==> src/rtl/tick_timer_if.sv <==
`default_nettype none
// ============================================================================
//  Module   : tick_timer_if
//  Purpose  : Control/status bundle between a tick_timer and its user.
//             The master side (control FSM) issues tick/start/stop/clear and
//             load_val; the slave side (tick_timer) returns count, running,
//             done and expired.
//  Ports    : tick, start, stop, clear  - 1-clk strobes    (master -> slave)
//             load_val [CNT_WIDTH]      - value for start   (master -> slave)
//             count    [CNT_WIDTH]      - remaining ticks   (slave -> master)
//             running, done, expired    - status            (slave -> master)
//  Revision : 1.0 - initial release
// ============================================================================
interface tick_timer_if #(
   parameter int CNT_WIDTH = 16
);
   logic                 tick;
   logic                 start;
   logic                 stop;
   logic                 clear;
   logic [CNT_WIDTH-1:0] load_val;
   logic [CNT_WIDTH-1:0] count;
   logic                 running;
   logic                 done;
   logic                 expired;

   modport master (
      output tick, start, stop, clear, load_val,
      input  count, running, done, expired
   );

   modport slave (
      input  tick, start, stop, clear, load_val,
      output count, running, done, expired
   );
endinterface
`default_nettype wire

==> src/rtl/tick_timer.sv <==
`default_nettype none
// ============================================================================
//  Module   : tick_timer
//  Purpose  : Programmable countdown timer advanced by the 1-cycle tick
//             strobe. Loads a count on start, decrements once per tick while
//             running, pulses expired and (optionally) reloads on expiry.
//  Ports    : clk    - system clock
//             rst_n  - asynchronous active-low reset
//             bus    - tick_timer_if.slave (tick/start/stop/clear/load_val in,
//                      count/running/done/expired out)
//  Params   : CNT_WIDTH   - width of load value and count; must match the
//                           CNT_WIDTH of the connected interface instance
//             AUTO_RELOAD - 1: reload last loaded value on expiry, keep running
//  Revision : 1.0 - initial release
// ============================================================================
module tick_timer #(
   parameter int CNT_WIDTH   = 16,
   parameter bit AUTO_RELOAD = 1'b0
) (
   input  wire logic   clk,
   input  wire logic   rst_n,
   tick_timer_if.slave bus
);

   localparam logic [1:0] ST_IDLE  = 2'd0;
   localparam logic [1:0] ST_RUN   = 2'd1;
   localparam logic [1:0] ST_PAUSE = 2'd2;
   localparam logic [1:0] ST_DONE  = 2'd3;

   localparam logic [CNT_WIDTH-1:0] C_ONE = CNT_WIDTH'(1);

   logic [1:0]           state_q,   state_d;
   logic [CNT_WIDTH-1:0] count_q,   count_d;
   logic [CNT_WIDTH-1:0] reload_q,  reload_d;
   logic                 expired_q, expired_d;

   // Next-state logic. The if/else chain encodes the control priority
   // clear > start > stop > tick, so lower-priority strobes in the same
   // cycle are simply dropped.
   always_comb begin
      state_d   = state_q;
      count_d   = count_q;
      reload_d  = reload_q;
      expired_d = 1'b0;

      if (bus.clear) begin
         state_d = ST_IDLE;
         count_d = '0;
      end else if (bus.start) begin
         if (state_q == ST_PAUSE) begin
            // Resume: keep the held count and the reload value.
            state_d = ST_RUN;
         end else if (bus.load_val == '0) begin
            // Zero-length timeout expires at once without a RUN cycle.
            state_d   = ST_DONE;
            count_d   = '0;
            reload_d  = '0;
            expired_d = 1'b1;
         end else begin
            state_d  = ST_RUN;
            count_d  = bus.load_val;
            reload_d = bus.load_val;
         end
      end else if (bus.stop) begin
         if (state_q == ST_RUN) begin
            state_d = ST_PAUSE;
         end
      end else if (bus.tick && (state_q == ST_RUN)) begin
         if (count_q > C_ONE) begin
            count_d = count_q - C_ONE;
         end else begin
            // Last tick (count is never 0 in RUN; <=1 also guards wrap).
            expired_d = 1'b1;
            if (AUTO_RELOAD) begin
               count_d = reload_q;
            end else begin
               state_d = ST_DONE;
               count_d = '0;
            end
         end
      end
   end

   always_ff @(posedge clk or negedge rst_n) begin
      if (!rst_n) begin
         state_q   <= ST_IDLE;
         count_q   <= '0;
         reload_q  <= '0;
         expired_q <= 1'b0;
      end else begin
         state_q   <= state_d;
         count_q   <= count_d;
         reload_q  <= reload_d;
         expired_q <= expired_d;
      end
   end

   assign bus.count   = count_q;
   assign bus.running = (state_q == ST_RUN);
   assign bus.done    = (state_q == ST_DONE);
   assign bus.expired = expired_q;

endmodule
`default_nettype wire
==> src/flat_wrapper.sv <==
// flat-port wrapper written by rule: the top's interface ports become plain ports
module tick_timer_flat 
#(
   parameter int CNT_WIDTH   = 16,
   parameter bit AUTO_RELOAD = 1'b0
)
  (clk, rst_n, bus_tick, bus_start, bus_stop, bus_clear, bus_load_val, bus_count, bus_running, bus_done, bus_expired);
  tick_timer_if #(.CNT_WIDTH(CNT_WIDTH)) bus_i ();
  input  wire logic clk;
  input  wire logic rst_n;
  input wire logic [$bits(bus_i.tick)-1:0] bus_tick;
  input wire logic [$bits(bus_i.start)-1:0] bus_start;
  input wire logic [$bits(bus_i.stop)-1:0] bus_stop;
  input wire logic [$bits(bus_i.clear)-1:0] bus_clear;
  input wire logic [$bits(bus_i.load_val)-1:0] bus_load_val;
  output wire logic [$bits(bus_i.count)-1:0] bus_count;
  output wire logic [$bits(bus_i.running)-1:0] bus_running;
  output wire logic [$bits(bus_i.done)-1:0] bus_done;
  output wire logic [$bits(bus_i.expired)-1:0] bus_expired;
  assign bus_i.tick = bus_tick;
  assign bus_i.start = bus_start;
  assign bus_i.stop = bus_stop;
  assign bus_i.clear = bus_clear;
  assign bus_i.load_val = bus_load_val;
  assign bus_count = bus_i.count;
  assign bus_running = bus_i.running;
  assign bus_done = bus_i.done;
  assign bus_expired = bus_i.expired;
  tick_timer #(.CNT_WIDTH(CNT_WIDTH), .AUTO_RELOAD(AUTO_RELOAD)) u_core (.clk(clk), .rst_n(rst_n), .bus(bus_i));
endmodule
==> config.mk <==
export PLATFORM = sky130hd
export DESIGN_NAME = tick_timer_flat
export DESIGN_NICKNAME = d
export VERILOG_FILES = /design/src/rtl/tick_timer_if.sv /design/src/rtl/tick_timer.sv /design/src/flat_wrapper.sv
export SDC_FILE = /design/constraint.sdc
export NUM_CORES = 1
export LEC_CHECK = 0
export BUFFER_PORTS_ARGS = -buffer_cell sky130_fd_sc_hd__clkbuf_2
export CAP_MARGIN = 20
export CORE_UTILIZATION = 40
export DETAILED_ROUTE_END_ITERATION = 12
export PLACE_DENSITY = 0.61
export SYNTH_ARGS = -nofsm -noshare
export SYNTH_HDL_FRONTEND = slang
export SYNTH_SLANG_ARGS = --single-unit
==> constraint.sdc <==
create_clock -name clk -period 2.3 [get_ports clk]
set_input_delay 0.46 -clock clk [delete_from_list [all_inputs] [get_ports clk]]
set_output_delay 0.46 -clock clk [all_outputs]
set_load 0.005 [all_outputs]
Word-level counts from Yosys, hierarchy flattened. Cells that the tools add are included. Widths: inputs -> output; s select.

Output and inout port bits: 19. Word-level logic and storage cells: 40. Input port bits: 22. Bits in registers: 19.

Reductions and logical operators: 6. Eq/ne operators: 7. $add $sub $neg: 1. Magnitude comparators: 1. Muxes and demuxes: 22.

Operators with widths (count): $mux 16 (7); $gt 16x1->1 const B (1); $logic_not 16->1 (1); $mux 2 (8); $sub 16x1->16 const B (1); $mux 1 (7); $reduce_and 3->1 (2); $eq 2x2->1 const B (2); $ne 4x2->1 const B (1); $ne 4x4->1 const B (1); $reduce_bool 4->1 (1); $ne 3x2->1 const B (1); $ne 3x3->1 const B (1); $reduce_bool 3->1 (1); $eq 2x1->1 const B (1); $logic_and 1x1->1 (1).

Longest topological paths before layout. Gate-level depths: netlist (run 1).

Depth in word-level cells: 6. Gate-level depth with buffers: 8. Gate-level depth less buffers: 7.

Least setup slack after synthesis (run 1). OpenSTA, ideal clock, no wires.

Path kind: flip-flop to flip-flop. Start point: register u_core.count_q[0] (netlist: u_core.bus.count[0]). End point: register u_core.count_q[12] (netlist: u_core.bus.count[12]). Buffers on the path: 0. Arrival time: 1.993 ns. Period minus slack after synthesis: 2.121 ns. Required time: 2.172 ns. Cell stages (with the launch flop): 8. Slack: 0.179 ns. Setup time: 0.128 ns. Cells stage by stage: dfrtp_1 > inv_1 > ha_1 > or4b_4 > or4_4 > o21ba_2 > o21ai_0 > nand3_1.

Longest elaborated chain between the ends: 6. Elaborated cells between the ends (all ways): 7. Those cells by class: add/sub: 1; order compare: 1; mux: 5.

RTL lines: start: declaration (line tick_timer.sv:33) `logic [CNT_WIDTH-1:0] count_q, count_d;`; start signal: assignment (line tick_timer.sv:92) `count_q <= count_d;`; $sub 16x1->16 or $gt 16x1->1 (tied branches) (line tick_timer.sv:70, tick_timer.sv:69); $mux 16 (*) (line tick_timer.sv:69) `if (count_q > C_ONE) begin`; $mux 16 (*) (line tick_timer.sv:68) `end else if (bus.tick && (state_q == ST_RUN)) begin`; $mux 16 (*) (line tick_timer.sv:64) `end else if (bus.stop) begin`; $mux 16 (*) (line tick_timer.sv:49) `end else if (bus.start) begin`; $mux 16 (*) (line tick_timer.sv:46) `if (bus.clear) begin`.

Every way passes the cells marked *; elsewhere a longest branch is shown, timed or not. The select of a mux whose other input is x is not followed. A chain may end at the register's enable or synchronous reset.

Worst setup path after layout (run 1).
Start point: register u_core.count_q[1] (netlist: u_core.bus.count[1]). End point: register u_core.count_q[10] (netlist: u_core.bus.count[10]).

Same word-level chain as after synthesis.

==> results of run 1 <==
-- Yosys cell counts (3+ instances only) --
master	count	area share, %
clkbuf_1	4	1.2
dfrtp_1	19	37
nor4_1	6	3.0
and2_1	3	1.5
nor3_1	11	4.3
inv_1	10	3.0
o211ai_1	3	1.8
a21oi_1	4	1.6
o21ai_0	11	4.3
nand2_1	10	3.0
o21ai_1	3	1.2
nor2_1	10	3.0
nand3_1	3	1.2
a22oi_1	8	4.7
-- flip-flops by register name, summed over array words and instances, names as in the netlist --
register	flops
u_core.state_q	2
u_core.bus.expired	1
u_core.bus.count	16
-- power groups by stage --
stage               Combinational, mW  Clock, mW  Sequential, mW
floorplan                       0.152          0           0.389
global placement                0.249          0           0.387
detailed placement              0.251          0           0.387
CTS                             0.253      0.176           0.381
global route                    0.287      0.194           0.386
finish                          0.260      0.169           0.382
-- final cells by class --
cell class | count | area [sq um]
multi-input combinational | 112 | 732.0
timing repair buffer | 46 | 245.2
sequential | 19 | 475.5
fill | 303 | 1456
tap | 44 | 55.05
clock buffer | 4 | 26.28
inverter | 10 | 37.54
-- worst paths after layout --
kind / to / slack [ns] / cells past startpoint
worst min register to register: u_core.bus.count[15] / 0.58 / 2
worst max-delay path: u_core.bus.count[10] / 0.15 / 7
max in group asynchronous: u_core.bus.count[6] / 1.86 / 1
worst max register to register: u_core.bus.count[10] / 0.15 / 7
min in group clk: u_core.state_q[0] / 0.38 / 2
worst min-delay path: u_core.bus.count[8] / 0.10 / 1
-- through the flow --
stage | setup WS, ns | power [mW] | instance area (sq um) | util (%) | hold WS [ns]
6_report | 0.1510 | 0.8101 | 1572 | 51.90 | 0.1021
5_1_grt | 0.03799 | 0.8671 | 1572 | 51.90 | 0.1263
4_1_cts | 0.06856 | 0.8093 | 1559 | 51.49 | 0.1152
3_3_place_gp | 0.1339 | 0.6357 | 1533 | 50.62 | 0.4439
2_1_floorplan | 0.1788 | 0.5408 | 1269 | - | 0.1644
3_5_place_dp | 0.08651 | 0.6380 | 1533 | 50.62 | 0.4441
-- critical path, cell delays in order (launching register included) --
cell	delay (ns)
dfrtp_1	0.44
inv_2	0.10
ha_4	0.14
or4b_4	0.47
or4_4	0.47
nor3_1	0.20
xnor2_1	0.17
o21ai_2	0.07
-- cells by family (layout without fill, tap and decap cells) --
group	count (synthesis)	count (layout)	synth area share, %
multiplexers	1	1	0.7890
XOR/XNOR	2	2	1.381
buffers and inverters	17	60	5.818
adder cells (fa/ha/maj)	2	2	1.972
AND/OR/NAND/NOR	58	58	25.94
AO/OA/AOI/OAI	49	49	26.63
flip-flops	19	19	37.48
-- routing by layer --
metal / vias up / routed length (um) / global-route usage [%]
li1: 649 / - / -
met3: 11 / 150 / 3.077
met1: 635 / 1615 / 28.29
met5: - / 0 / 0
met4: 0 / 93 / 10.54
met2: 42 / 1585 / 36.45
==> qor.csv, run 1 <==
stage,metric,value,unit
run_status,status,completed,
yosys,yosysUniqueCellTypes,48,
critical_path,critPathRequiredTime,2.49,ns
placed_design,dp.cells,231,
clocking,cts-root-buf,clkbuf_4,
yosys,synth_edf_count,0,
sta,fmax,465.3,MHz
clocking,cts_tree,done,
detailed_routing,wl_per_cell,14.66,um
floorplanning,start_util,41.90,%
pwr,power_density,515.5,nW/um^2
pwr,p_sw_share,33.91,%
layout,n_antenna_cell,0,
critical_path,worstPathArrival,2.34,ns
yosys,synth.ff_latch_count,19,
pwr,p_leak,0.7456,nW
clocking,clockBufferDepth,2,
layout,syn_to_final_growth,23.87,%
sta,setup_tns,0,ns
yosys,syn_area,1269,sq um
layout,fin_cells,235,
floorplanning,die_h,58.32,um
pwr,p_sw,0.2747,mW
detailed_routing,route.vias.total,1337,
clocking,hold_buffers,0,
detailed_routing,drc,0,
detailed_routing,antenna_left,0,
layout,layout-drive-gt1-share,31.94,%
yosys,ys_warn_count,0,
yosys,synthCells,148,
detailed_routing,viasPerCell,5.689,
sta,fin_crit_sh,93.43,%
pwr,intPower,0.5354,mW
floorplanning,num_rows,20,
global_routing,grt_pass1_vias,1301,
yosys,syn_avg_cell_area,8.572,sq um
floorplanning,io_pins,41,
layout,num-nets-final,216,
detailed_routing,wirelength,3.445,mm
clocking,clk_latency,0.30,ns
clocking,cts_setup_buffers,0,
clocking,clock-sinks,19,
clocking,cts_max_level,1,
sta,max_slew.worst_pin.slew,0.5671,ns
sta,finalSetupViolations,0,
hold_path,hp-class,in -> async,
global_routing,antenna_found_initial,0,
placed_design,io_buffer_count,40,
sta,min_period,2.149,ns
layout,final_common_cell,clkbuf_2,
pwr,p_clk_share,20.9,%
sta,slew_viol_final,0,
floorplanning,die-area,3401,sq um
floorplanning,core_area,3028,sq um
clocking,cts_made_buffers,3,
critical_path,start_kind,register,
layout,final_cell_mix,"40 x clkbuf_2, 19 x dfrtp_1, 11 x nor3_1, 11 x o21ai_0",
global_routing,grt.total_usage,21.97,%
clocking,clk_pin_slew,0.11,ns
yosys,ys_seq_area_share,37.48,%
critical_path,end_kind,register,
floorplanning,die_w,58.32,um
critical_path,crit_type,reg -> reg,
clocking,post_cts_resized,0,
critical_path,setup.worst_path.start,u_core.bus.count[1],
pwr,p_comb_share,32.0,%
sta,rsz0062_at_grt,no,
sta,final-hold-violation-count,0,
global_routing,grt_max_degree,20,
placed_design,gp_congestion,0.8440,
detailed_routing,drt_iter0_markers,49,
yosys,synth_flop_cell,dfrtp_1,
sta,skew,0.009440,ns
sta,max_slew_margin,62.19,%
pwr,p_seq_share,47.1,%
critical_path,reg2reg_from,u_core.bus.count[1],
placed_design,place_hpwl,2.617,mm
yosys,synthArstFlopShare,100.0,%
yosys,syn_nets,172,
critical_path,crit_fanout,5,
global_routing,grt_overflow,0,
flow_run,maxCapViolCount,0,
detailed_routing,first_pass_iters,4,
global_routing,grt_pass1_wl,5.740,mm
pwr,ir_worst_vdd,0.3028,mV
Note: power is estimated with default switching activity, not from simulation.
==> run 2, diff against run 1 <==
--- a/config.mk
+++ b/config.mk
@@ -10,6 +10,7 @@
 export CORE_UTILIZATION = 40
 export DETAILED_ROUTE_END_ITERATION = 12
 export PLACE_DENSITY = 0.61
+export REMOVE_ABC_BUFFERS = 1
 export SYNTH_ARGS = -nofsm -noshare
 export SYNTH_HDL_FRONTEND = slang
 export SYNTH_SLANG_ARGS = --single-unit
==> constraint.sdc (replaced) <==
create_clock -name clk -period 2.3 [get_ports clk]
set_input_delay 0.115 -clock clk [delete_from_list [all_inputs] [get_ports clk]]
set_output_delay 0.115 -clock clk [all_outputs]
set_load 0.005 [all_outputs]
==> run 2 against run 1 <==
Net effect:
- cell area increased by 0.32%
- register-to-register slack about the same
- flip-flop and latch count unchanged
- maximum frequency decreased by 0.60%
- clock power about the same
- largest power group unchanged
==> qor.csv, run 2 (synthesis gave the netlist of run 1 again) <==
stage,metric,value,unit,change
layout,syn_to_final_growth,24.26,%,was 23.87%
critical_path,critPathBufInv,1,,unchanged
hold_path,hp-class,in -> reg,,was in -> async
sta,finalSetupViolations,0,,unchanged
layout,final_common_cell,clkbuf_2,,unchanged
sta,fin_crit_sh,94.00,%,was 93.43%
detailed_routing,first_pass_iters,4,,unchanged
critical_path,critPathRequiredTime,2.49,ns,about the same
critical_path,start_kind,register,,unchanged
layout,multi_input_area,719.4,sq um,was 732.0 sq um
pwr,p_sw,0.2735,mW,was 0.2747 mW
clocking,cts-root-buf,clkbuf_4,,unchanged
global_routing,grt_pass1_vias,1206,,was 1301
layout,largest_reg_flops,16,,unchanged
floorplanning,core_area,3028,sq um,unchanged
detailed_routing,drt_iter0_markers,50,,was 49
pwr,finalPower,0.8071,mW,was 0.8101 mW
placed_design,place_hpwl,2.563,mm,was 2.617 mm
clocking,clk_pin_slew,0.11,ns,about the same
global_routing,grt.total_usage,21.48,%,was 21.97%
clocking,clk_latency,0.30,ns,about the same
floorplanning,io_pins,41,,unchanged
floorplanning,start_util,41.90,%,unchanged
critical_path,crit_chain,"inv_1, ha_1, or4b_4, or4_4, o21ba_2, o21ai_1, nand3_1",,"was inv_2, ha_4, or4b_4, or4_4, nor3_1, xnor2_1, o21ai_2"
pwr,power_density,512.0,nW/um^2,was 515.5 nW/um^2
critical_path,crit_type,reg -> reg,,unchanged
critical_path,reg2regPathDepth,7,,unchanged
floorplanning,die_h,58.32,um,unchanged
pwr,p_sw_share,33.88,%,was 33.91%
layout,num-nets-final,218,,was 216
sta,min_period,2.162,ns,was 2.149 ns
pwr,p_seq_share,47.4,%,was 47.1%
sta,max_slew.worst_pin.slew,0.5739,ns,was 0.5671 ns
layout,seq_area,475.5,sq um,unchanged
pwr,ir_worst_vdd,0.2109,mV,was 0.3028 mV
global_routing,antenna_found_initial,0,,unchanged
detailed_routing,drc,0,,unchanged
floorplanning,die_w,58.32,um,unchanged
placed_design,io_buffer_count,40,,unchanged
global_routing,grt_max_degree,20,,unchanged
floorplanning,die-area,3401,sq um,unchanged
layout,n_antenna_cell,0,,unchanged
sta,max_slew_margin,61.74,%,was 62.19%
hold_path,holdPathStages,2,,
pwr,intPower,0.5336,mW,was 0.5354 mW
placed_design,gp_congestion,0.8642,,was 0.8440
global_routing,grt_pass1_wl,5.547,mm,was 5.740 mm
clocking,cts_made_buffers,3,,unchanged
detailed_routing,antenna_left,0,,unchanged
layout,utilization,52.07,%,was 51.90%
sta,setup_tns,0,ns,unchanged
run_status,status,completed,,unchanged
pwr,p_clk_share,21.3,%,was 20.9%
sta,skew,0.004160,ns,was 0.009440 ns
critical_path,end_kind,register,,unchanged
critical_path,worst-path-stages,7,,unchanged
pwr,p_leak,0.7522,nW,was 0.7456 nW
global_routing,grt_overflow,0,,unchanged
sta,fmax,462.6,MHz,was 465.3 MHz
layout,fill_cells,301,,was 303
detailed_routing,wirelength,3.410,mm,was 3.445 mm
critical_path,slowest_stage,or4b_4,,unchanged
sta,slew_viol_final,0,,unchanged
floorplanning,num_rows,20,,unchanged
layout,final_cell_mix,"40 x clkbuf_2, 19 x dfrtp_1, 11 x nor3_1",,"was 40 x clkbuf_2, 19 x dfrtp_1, 11 x nor3_1, 11 x o21ai_0"
pwr,p_comb_share,31.3,%,was 32.0%
clocking,cts_max_level,1,,unchanged
clocking,clock-sinks,19,,unchanged
critical_path,crit_fanout,5,,unchanged
flow_run,maxCapViolCount,0,,unchanged
critical_path,critical-path-top-delay-family,simple AND/OR/NAND/NOR gates,,unchanged
clocking,clockBufferDepth,2,,unchanged
layout,layout-drive-gt1-share,31.09,%,was 31.94%
critical_path,worstPathArrival,2.35,ns,was 2.34 ns
detailed_routing,viasPerCell,5.633,,was 5.689
critical_path,max_stage_delay,0.47,ns,about the same
sta,final-hold-violation-count,0,,unchanged
detailed_routing,route.vias.total,1335,,was 1337
detailed_routing,wl_per_cell,14.39,um,was 14.66 um
clocking,cts_tree,done,,unchanged
sta,rsz0062_at_grt,no,,unchanged
[run 2: cell types whose count changed in the layout (fill, tap and decap cells not counted)]
cell	before	now
ha_4	1	0
dlygate4sd3_1	0	1
inv_1	9	10
ha_1	1	2
o21ai_0	11	10
o21ai_1	3	4
buf_4	6	7
inv_2	1	0
[run 2: repair_timing]
action	CTS	global route
hold buffers	1	0
resized for setup	0	1
endpoints found under the setup margin	0	1
endpoints found under the hold margin	19	0
setup buffers	0	0
[run 2: path summary, 6_finish.rpt]
check,startpoint,slack [ns],to
worst max-delay path,u_core.bus.count[1],0.14,u_core.bus.count[12]
worst min-delay path,bus_clear,0.02,u_core.state_q[0]
worst max register to register,u_core.bus.count[1],0.14,u_core.bus.count[12]
worst min register to register,u_core.bus.count[14],0.56,u_core.bus.count[14]
max in group asynchronous,rst_n,1.68,u_core.bus.count[8]
min in group asynchronous,rst_n,0.29,u_core.state_q[0]
[run 2: layer usage]
layer,GRT usage [%],vias up,part of all wire [%]
li1,-,651,-
met1,28.97,636,46
met2,34.65,40,47
met3,2.637,8,4.9
met4,9.864,0,2.1
met5,0,-,0
[run 2: through the flow]
stage	instances	worst slack, ns	hold WS [ns]	area [sq um]
6_report	237	0.1381	0.02215	1577
5_1_grt	237	0.002971	0.005021	1577
4_1_cts	237	0.1004	0.002963	1577
3_5_place_dp	232	0.1176	0.1040	1540
3_3_place_gp	232	0.1979	0.1099	1540
2_1_floorplan	141	0.1782	-0.1806	1232
[run 2: area by class of cell]
type	count	area share (%)
flip-flops and latches	19	30.16
well taps	44	3.492
inverters	10	2.381
repair buffers	48	16.67
multi-input cells	112	45.63
clock buffers	4	1.667
[run 2: worst register-to-register path: stages (launching register included)]
cell and delay [ns]:
dfrtp_1 0.44, inv_1 0.10, ha_1 0.16, or4b_4 0.47, or4_4 0.47, o21ba_2 0.21
o21ai_1 0.12, nand3_1 0.08
[run 2: power by group through the flow]
stage	sequential (mW)	clock, mW	combinational, mW
after floorplan	0.389	0	0.144
after global placement	0.388	0	0.250
after detailed placement	0.389	0	0.249
after CTS	0.383	0.183	0.252
after global routing	0.388	0.196	0.281
final	0.383	0.172	0.252
==> run 3, diff against run 2 <==
--- a/config.mk
+++ b/config.mk
@@ -5,11 +5,12 @@
 export SDC_FILE = /design/constraint.sdc
 export NUM_CORES = 1
 export LEC_CHECK = 0
+export ABC_AREA = 1
 export BUFFER_PORTS_ARGS = -buffer_cell sky130_fd_sc_hd__clkbuf_2
 export CAP_MARGIN = 20
 export CORE_UTILIZATION = 40
 export DETAILED_ROUTE_END_ITERATION = 12
-export PLACE_DENSITY = 0.61
+export PLACE_DENSITY = 0.6
 export REMOVE_ABC_BUFFERS = 1
 export SYNTH_ARGS = -nofsm -noshare
 export SYNTH_HDL_FRONTEND = slang
==> run 3 against run 2 <==
Net effect:
- area after synthesis rose by 18%
- register-to-register slack improved by 0.37 ns
- synthesized cell count increased by 58%
- critical endpoint is now u_core.state_q[1]
- utilization down 1.2 points
==> qor.csv, run 3 <==
stage,metric,value,unit,change
clocking,clockBufferDepth,2,,unchanged
detailed_routing,wirelength,3.793,mm,was 3.410 mm
placed_design,place_hpwl,2.722,mm,was 2.563 mm
placed_design,io_buffer_count,40,,unchanged
layout,layout-drive-gt1-share,21.61,%,was 31.09%
sta,max_slew.worst_pin.slew,0.6217,ns,was 0.5739 ns
global_routing,grt_pass1_vias,1453,,was 1206
yosys,yosysUniqueCellTypes,24,,was 48
yosys,synthCells,234,,was 148
clocking,clk_latency,0.26,ns,was 0.30 ns
sta,final-hold-violation-count,0,,unchanged
floorplanning,die-area,3990,sq um,was 3401 sq um
yosys,synth.ff_latch_count,19,,unchanged
critical_path,start_kind,register,,unchanged
sta,timing.hold.ws,0.1706,ns,was 0.02215 ns
yosys,yosysTopAreaCellShare,31.77,%,was 37.48%
yosys,synth_area_leaders,"dfrtp_1 32%, nand2_1 24%, nand3_1 8.4%",,"was dfrtp_1 37%, a22oi_1 4.7%, nor3_1 4.3%"
yosys,synth_edf_count,0,,unchanged
floorplanning,die_h,63.17,um,was 58.32 um
detailed_routing,route.vias.total,1546,,was 1335
global_routing,grt_pass1_wl,6.534,mm,was 5.547 mm
yosys,synth_flop_cell,dfrtp_1,,unchanged
layout,final_cell_mix,"96 x nand2_1, 40 x clkbuf_2, 30 x nor2_1",,"was 40 x clkbuf_2, 19 x dfrtp_1, 11 x nor3_1"
hold_path,holdPathStages,4,,was 2
run_status,status,completed,,unchanged
global_routing,use_met1,27.63,%,was 28.97%
critical_path,worst-path-stages,12,,was 7
sta,setup_ws,0.5104,ns,was 0.1381 ns
clocking,cts_made_buffers,3,,unchanged
pwr,ir_worst_vdd,0.4233,mV,was 0.2109 mV
floorplanning,start_util,43.15,%,was 41.90%
hold_path,hp-class,in -> reg,,unchanged
flow_run,maxCapViolCount,0,,unchanged
sta,finalSetupViolations,0,,unchanged
clocking,cts-root-buf,clkbuf_8,,was clkbuf_4
detailed_routing,viasPerCell,4.846,,was 5.633
global_routing,grtUsageMet2,33.74,%,was 34.65%
layout,syn_to_final_growth,17.98,%,was 24.26%
critical_path,critical-path-top-delay-family,simple AND/OR/NAND/NOR gates,,unchanged
yosys,ys_seq_area_share,31.77,%,was 37.48%
sta,fin_crit_sh,77.81,%,was 94.00%
sta,max_slew_margin,58.45,%,was 61.74%
critical_path,critPathRequiredTime,2.49,ns,about the same
layout,largest_reg_flops,16,,unchanged
floorplanning,die_w,63.17,um,was 58.32 um
yosys,synthArstFlopShare,100.0,%,unchanged
yosys,yosysMostFrequentCell,nand2_1,,was dfrtp_1
sta,slew_viol_final,0,,unchanged
floorplanning,num_rows,21,,was 20
floorplanning,core_area,3468,sq um,was 3028 sq um
critical_path,reg2regPathDepth,12,,was 7
pwr,p_leak,1.003,nW,was 0.7522 nW
global_routing,top_usage_layer,met2,,unchanged
global_routing,grt_use_met3,3.986,%,was 2.637%
sta,setup_tns,0,ns,unchanged
clocking,cts_tree,done,,unchanged
critical_path,end_kind,register,,unchanged
global_routing,antenna_found_initial,0,,unchanged
placed_design,gp_congestion,0.8262,,was 0.8642
detailed_routing,drt_iter0_markers,118,,was 50
yosys,synth_area_leader_cell,dfrtp_1,,unchanged
sta,fmax,558.8,MHz,was 462.6 MHz
detailed_routing,wl_per_cell,11.89,um,was 14.39 um
yosys,synth_commonest_cells,"96 x nand2_1, 30 x nor2_1, 25 x nand3_1",,"was 19 x dfrtp_1, 11 x nor3_1, 11 x o21ai_0"
sta,min_period,1.790,ns,was 2.162 ns
sta,rsz0062_at_grt,no,,unchanged
pwr,power_density,648.2,nW/um^2,was 512.0 nW/um^2
yosys,ys_warn_count,0,,unchanged
layout,n_antenna_cell,0,,unchanged
detailed_routing,drc,0,,unchanged
critical_path,crit_type,reg -> reg,,unchanged
critical_path,crit_chain,"inv_1, ha_1, inv_1, nand2_1, nand2_1, nor2_1, nand2_1, nand2_2, nand2_1, nand3_2, nor2_1, nor2_1",,"was inv_1, ha_1, or4b_4, or4_4, o21ba_2, o21ai_1, nand3_1"
detailed_routing,first_pass_iters,4,,unchanged
detailed_routing,antenna_left,0,,unchanged
critical_path,worstPathArrival,1.98,ns,was 2.35 ns
placed_design,dpl_worst_slack,0.5401,ns,was 0.1176 ns
critical_path,max_stage_delay,0.45,ns,was 0.47 ns
critical_path,crit_fanout,13,,was 5
clocking,cts_max_level,1,,unchanged
floorplanning,io_pins,41,,unchanged
layout,final_common_cell,nand2_1,,was clkbuf_2
clocking,clk_pin_slew,0.08,ns,was 0.11 ns
critical_path,critPathBufInv,2,,was 1
global_routing,grt_overflow,0,,unchanged
sta,skew,0.002065,ns,was 0.004160 ns
global_routing,grt.total_usage,20.76,%,was 21.48%
clocking,clock-sinks,19,,unchanged
layout,num-nets-final,298,,was 218
global_routing,grt_max_degree,21,,was 20
yosys,syn_area,1496,sq um,was 1269 sq um
critical_path,slowest_stage,dfrtp_1,,was or4b_4
yosys,syn_avg_cell_area,6.395,sq um,was 8.572 sq um
critical_path,cp_common_cell,nand2_1,,
[run 3: changes by cell type after synthesis, sizes merged, moves of 3 or more]
cell    previous run  this run
inv               10        16
nor4               7         0
nand3              3        27
xor2               0         3
o211ai             3         0
nor2              10        37
a22oi              8         0
buf                3         6
and2               4         1
clkbuf             4         0
nor3              11         0
nand2             11       100
[run 3: stage by stage]
stage,utilization [%],power (mW),area (sq um),instances
global placement,49.31,0.9044,1710,314
global route,50.90,1.254,1765,319
floorplan,-,0.7628,1453,228
detailed placement,49.31,0.9048,1710,314
finish,50.90,1.144,1765,319
CTS,50.90,1.159,1765,319
[run 3: per-layer routing]
layer	up-vias	part of all wire [%]	routed length, um
li1	812	-	-
met1	694	48	1837
met2	38	46	1760
met3	2	4.7	178
met4	0	0.40	15
met5	-	0	0
[run 3: path summary, 6_finish.rpt]
path / start / end / slack (ns)
hold / removal: bus_stop / u_core.state_q[0] / 0.17
setup / recovery: u_core.bus.count[0] / u_core.state_q[1] / 0.51
setup reg to reg: u_core.bus.count[0] / u_core.state_q[1] / 0.51
min in group asynchronous: rst_n / u_core.bus.count[9] / 0.35
hold reg to reg: u_core.bus.count[1] / u_core.bus.count[1] / 0.55
max in group asynchronous: rst_n / u_core.bus.count[3] / 1.60
[run 3: logic make-up after synthesis]
family,share of synthesized area [%]
buf+inv,6.939
compound gates,6.104
xor+xnor,4.097
simple gates,49.41
flops,31.77
fa+ha+maj,1.672
[run 3: what timing repair did]
item | 4_1_cts | 5_1_grt
setup buffers | 0 | 0
hold buffers | 1 | 0
gates resized for setup | 0 | 0
endpoints found under the setup margin | 0 | 0
endpoints found under the hold margin | 19 | 0
[run 3: final cells by class]
type                       count  area (sq um)
inverter                      16         60.06
fill                         386          1703
tap                           46         57.56
clock buffer                   4         45.04
sequential                    19         475.5
timing repair buffer          41         210.2
multi-input combinational    193         917.1
[run 3: worst min-delay path, cell delays in order]
cell and delay, ns:
clkbuf_2 0.10, a21oi_1 0.06, nand2_1 0.05, o21ai_0 0.06
[run 3: power breakdown]
part           internal [mW]  total (mW)  leakage (nW)  switching, mW
sequential             0.368       0.420         0.255         0.0518
clock                  0.123       0.247        0.0228          0.123
combinational          0.186       0.478         0.726          0.291
